`src/rtl/fp_mac_pipe.sv`:
```
`default_nettype none
// ============================================================================
// Module      : fp_mac_pipe
// Description : Pipelined fixed-point multiply-accumulate for the FPU
//               divide/sqrt datapath: d = (a << (WIDTH-2)) +/- b*c or
//               d = acc +/- b*c, with valid/ready handshake and backpressure.
// Revision    : 1.0 - initial release
// ============================================================================
module fp_mac_pipe #(
    parameter int WIDTH   = 27,
    parameter int LATENCY = 2,
    localparam int RW     = 2 * WIDTH - 2
) (
    input  logic             clock,
    input  logic             reset,
    input  logic             valid_i,
    output logic             ready_o,
    input  logic [1:0]       op,
    input  logic [WIDTH-1:0] a,
    input  logic [WIDTH-1:0] b,
    input  logic [WIDTH-1:0] c,
    output logic             valid_o,
    input  logic             ready_i,
    output logic [RW-1:0]    d
);

    localparam int c_NS = (LATENCY > 1) ? LATENCY - 1 : 1;

    generate
        if (LATENCY < 1 || LATENCY > 4 || WIDTH < 4) begin : g_param_err
            $error("fp_mac_pipe: LATENCY must be 1..4 and WIDTH must be >= 4");
        end
    endgenerate

    logic            w_adv;
    logic [RW-1:0]   w_b_ext;
    logic [RW-1:0]   w_c_ext;
    logic [RW-1:0]   w_prod;

    logic            w_last_vld;
    logic [1:0]      w_last_op;
    logic [WIDTH-1:0] w_last_a;
    logic [RW-1:0]   w_last_p;

    logic [RW-1:0]   w_base;
    logic [RW-1:0]   w_m;
    logic [RW-1:0]   w_sum;
    logic [RW-1:0]   r_acc;

    // Whole pipeline moves in lock-step whenever the output slot is free.
    assign w_adv   = !valid_o || ready_i;
    assign ready_o = w_adv;

    // Only the low RW product bits are kept, so an RW x RW modular multiply
    // of the sign-extended operands gives exactly those bits.
    assign w_b_ext = {{(WIDTH-2){b[WIDTH-1]}}, b};
    assign w_c_ext = {{(WIDTH-2){c[WIDTH-1]}}, c};
    assign w_prod  = w_b_ext * w_c_ext;

    generate
        if (LATENCY == 1) begin : g_comb
            assign w_last_vld = valid_i;
            assign w_last_op  = op;
            assign w_last_a   = a;
            assign w_last_p   = w_prod;
        end else begin : g_pipe
            logic [c_NS-1:0]  r_vld;
            logic [1:0]       r_op [c_NS];
            logic [WIDTH-1:0] r_a  [c_NS];
            logic [RW-1:0]    r_p  [c_NS];

            always_ff @(posedge clock or negedge reset) begin
                if (!reset) begin
                    r_vld <= '0;
                    for (int i = 0; i < c_NS; i++) begin
                        r_op[i] <= '0;
                        r_a[i]  <= '0;
                        r_p[i]  <= '0;
                    end
                end else if (w_adv) begin
                    r_vld[0] <= valid_i;
                    r_op[0]  <= op;
                    r_a[0]   <= a;
                    r_p[0]   <= w_prod;
                    for (int i = 1; i < c_NS; i++) begin
                        r_vld[i] <= r_vld[i-1];
                        r_op[i]  <= r_op[i-1];
                        r_a[i]   <= r_a[i-1];
                        r_p[i]   <= r_p[i-1];
                    end
                end
            end

            assign w_last_vld = r_vld[c_NS-1];
            assign w_last_op  = r_op[c_NS-1];
            assign w_last_a   = r_a[c_NS-1];
            assign w_last_p   = r_p[c_NS-1];
        end
    endgenerate

    // op[1] selects the accumulator as base, op[0] negates the product.
    assign w_base = w_last_op[1] ? r_acc : {w_last_a, {(WIDTH-2){1'b0}}};
    assign w_m    = w_last_op[0] ? (-w_last_p) : w_last_p;
    assign w_sum  = w_base + w_m;

    always_ff @(posedge clock or negedge reset) begin
        if (!reset) begin
            valid_o <= 1'b0;
            d       <= '0;
            r_acc   <= '0;
        end else if (w_adv) begin
            valid_o <= w_last_vld;
            if (w_last_vld) begin
                d     <= w_sum;
                r_acc <= w_sum;
            end
        end
    end

endmodule
`default_nettype wire

```
`config.mk`:
```
export PLATFORM = sky130hd
export DESIGN_NAME = fp_mac_pipe
export DESIGN_NICKNAME = d
export VERILOG_FILES = /design/src/rtl/fp_mac_pipe.sv
export SDC_FILE = /design/constraint.sdc
export NUM_CORES = 2
export LEC_CHECK = 0
export BUFFER_PORTS_ARGS = -buffer_cell sky130_fd_sc_hd__clkbuf_2
export CORE_AREA = 2 2 398 203
export CTS_CLUSTER_SIZE = 24
export DETAILED_ROUTE_END_ITERATION = 8
export DIE_AREA = 0 0 400 205
export PLACE_DENSITY_LB_ADDON = 0.2
export SYNTH_ARGS = -nofsm -noshare
export SYNTH_HDL_FRONTEND = slang
export SYNTH_SLANG_ARGS = --single-unit
```
`constraint.sdc`:
```
create_clock -name clock -period 6.3 [get_ports clock]
set_clock_uncertainty 0.15 [all_clocks]
set_input_delay 0.63 -clock clock [delete_from_list [all_inputs] [get_ports clock]]
set_output_delay 0.63 -clock clock [all_outputs]
set_load 0.01 [all_outputs]
```
==> results by group <==
Outcome
  – Status: finished with violations
  – Violated checks: hold timing, setup timing

Critical path
  – Worst reg-to-reg path cell count: 19
  – Max incr delay on CP: 570 ps
  – R2R Path Start: g_pipe.r_p[5]$_DFFE_PN0N_
  – Worst reg2reg endpoint: r_acc[51]$_DFFE_PN0P_
  – CP required: 6490 ps
  – Crit-path most repeated cell: fa_1
  – Worst-path fanout max: 8
  – Crit Path Category: input port to register
  – Worst Path Arrival: 6980 ps
  – CP max-delay cell: fa_1
  – Worst setup EP type: register
  – Worst setup SP type: input port
  – R2R setup slack: 540 ps

STA
  – Max Fclk: 147.3 MHz
  – Slew margin rel.: 35.91%
  – Tmin final: 6790 ps
  – Final hold vios: 4
  – Worst Tran Pin Value: 961.3 ps
  – PnR worst setup slack: -490.3 ps
  – # setup viols final: 31
  – WHS: -6.730 ps
  – Final slew viol count: 0
  – RSZ-0062 raised after global routing: yes
  – Tcrit/Tclk final: 107.8%

Clocking
  – CTS tree: built
  – Post-CTS Hold Buffers: 0
  – Clk slew on worst S/H paths: 60 ps
  – Sink Count: 135
  – Worst skew pair latency: 490 ps
  – Max Buffers Root-to-Sink: 3
  – Htree depth: 4
  – Root Buffer: clkbuf_16
  – CTS Buf Count: 25

Final layout
  – Non-Filler Instances: 5483
  – Final Instance Area: 43480 um2
  – N_diodes: 0
  – Area growth syn-to-layout: 23.92%
  – Fraction of layout cells with a size suffix above 1: 22.20%
  – Post-layout net count: 5465

Floorplan
  – Initial cell density of the core: 44.67%
  – Die width: 400 um
  – Die Y: 205 um
  – Site Rows: 73
  – Die footprint: 82000 um2
  – Total I/O pin count: 141
  – Core area: 78550 um2

Logic synthesis
  – Yosys reg bits: 135
  – EDFF count, synth: 0
  – Syn Inst Count: 3976
  – Register area share after synthesis: 9.628%
  – Top-count cell post-synth: inv_1
  – Cell variety after synth: 72
  – Syn Area/Cell: 8.825 um2
  – Area contributors post-synth: fa_1, dfrtp_1, inv_1, ha_1, nand2_1
  – Syn_nets: 5014
  – Post-synth top flop: dfrtp_1
  – Share of the synthesized area in the top cell type: 42.45%
  – FFs w/ async S/R, synth: 100.0%
  – Leading area contributor after synthesis: fa_1
  – Synth Warn #: 0
  – Synth top cells by count: inv_1, fa_1, nand2_1
  – Area of the mapped netlist: 35090 um2

Routing
  – Drt drc: 0
  – Via Count: 27635
  – Pre-antenna DRT Iters: 6
  – Wire length per cell: 18.99 um
  – WL final: 104100 um
  – Vias per std cell: 5.040
  – DRT antenna net count: 0
  – First DRT Iteration DRCs: 2066

Place
  – Routability congestion estimate: 0.9175
  – Post-DP HPWL: 86890 um
  – DP Cell Count: 5362
  – Port Buffers: 140
  – Placed inst area: 40350 um2

Flow run
  – Max-cap viol count: 0

Global route
  – First-pass GRT wire length: 165700 um
  – GRT Overall Usage: 26.14%
  – Pin count of the biggest net entering global routing: 92
  – Number of global-route vias before repair: 28823
  – Total grt overflow: 0
  – Antenna violations before repair: 3

Hold path
  – Min-delay worst type: input port to asynchronous set/reset pin
-- per-layer routing --
layer  wire length (um)  part of all wire [%]  GRT usage, %
met5                195                  0.19         1.726
met3              10640                    10         7.700
met2              38970                    37         33.98
met4                686                  0.66         1.766
met1              53610                    52         43.16
-- per-stage QoR --
step / hold slack [ps] / util [%] / setup TNS (ps) / worst slack [ps]
CTS: 50.68 / 54.29 / -7630 / -455.4
detailed placement: 303.7 / 51.37 / -31570 / -1194
global placement: 298.7 / 51.37 / -30530 / -1111
global route: 62.82 / 55.35 / -14080 / -712.5
floorplan: 184.4 / - / -5977 / -673.0
finish: -6.730 / 55.35 / -8566 / -490.3
-- registers in the layout, summed over array words and instances, names as in the netlist --
name / count
g_pipe.r_op: 2
g_pipe.r_vld: 1
r_acc: 52
g_pipe.r_a: 27
valid_o: 1
g_pipe.r_p: 52
-- repair_timing --
item,CTS,global route
cloned,7,6
pin swaps,107,116
buffers inserted,58,29
resized for setup,206,194
setup endpoints to repair,33,35
-- worst max-delay path by stage --
stage               start                          to  slack, ps
floorplan           c[20]  g_pipe.r_p[49]$_DFFE_PN0N_       -670
global placement     b[7]  g_pipe.r_p[32]$_DFFE_PN0N_      -1110
detailed placement  b[10]  g_pipe.r_p[49]$_DFFE_PN0N_      -1190
CTS                  c[4]  g_pipe.r_p[44]$_DFFE_PN0N_       -460
global route         c[6]  g_pipe.r_p[44]$_DFFE_PN0N_       -710
finish               c[6]  g_pipe.r_p[44]$_DFFE_PN0N_       -490
-- cell usage in the layout, fill, tap and decap left out, drive strengths merged, types with 4 or more instances in the layout --
master	count
inv	852
fa	744
nand2	652
buf	502
and2	317
ha	207
clkbuf	155
dfrtp	135
o21ai	130
xnor2	112
a21oi	102
nor2	98
a21o	64
xor2	45
mux2	33
nand2b	27
o31ai	25
nand3	21
o21bai	18
a211oi	17
nand4	15
and3	14
a31oi	14
or4	13
o211ai	12
nor2b	11
nor3	10
o21a	9
or3	8
o41ai	7
or2	7
nor4	5
a221oi	4
-- cells by family (layout without fill, tap and decap cells) --
group	after synthesis	in the layout	share of synthesized area (%)
multiplexers	35	35	1.116
adder cells (fa/ha/maj)	951	951	49.83
XOR/XNOR	157	157	3.919
AO/OA/AOI/OAI	433	433	7.802
buffers and inverters	1058	1515	11.32
AND/OR/NAND/NOR	1207	1207	16.39
flip-flops	135	135	9.628
-- worst max-delay path: cells and delay by family --
kind,cells,cell delay [ps]
AO/OA/AOI/OAI,4,660
XOR/XNOR,1,170
adder cells (fa/ha/maj),8,3880
buffers and inverters,10,830
AND/OR/NAND/NOR,4,780
-- final cells by class --
cell class,count,area (um2)
Clock inverter,3,40.04
Fill cell,7119,35070
Tap cell,1050,1314
Multi-Input combinational cell,2783,28980
Sequential cell,135,3379
Inverter,853,3208
Clock buffer,30,664.4
Timing Repair Buffer,629,5897
Power is left out: the tool's default activity adds up to more than one toggle a clock period on the data nets, which glitch-free logic cannot reach.
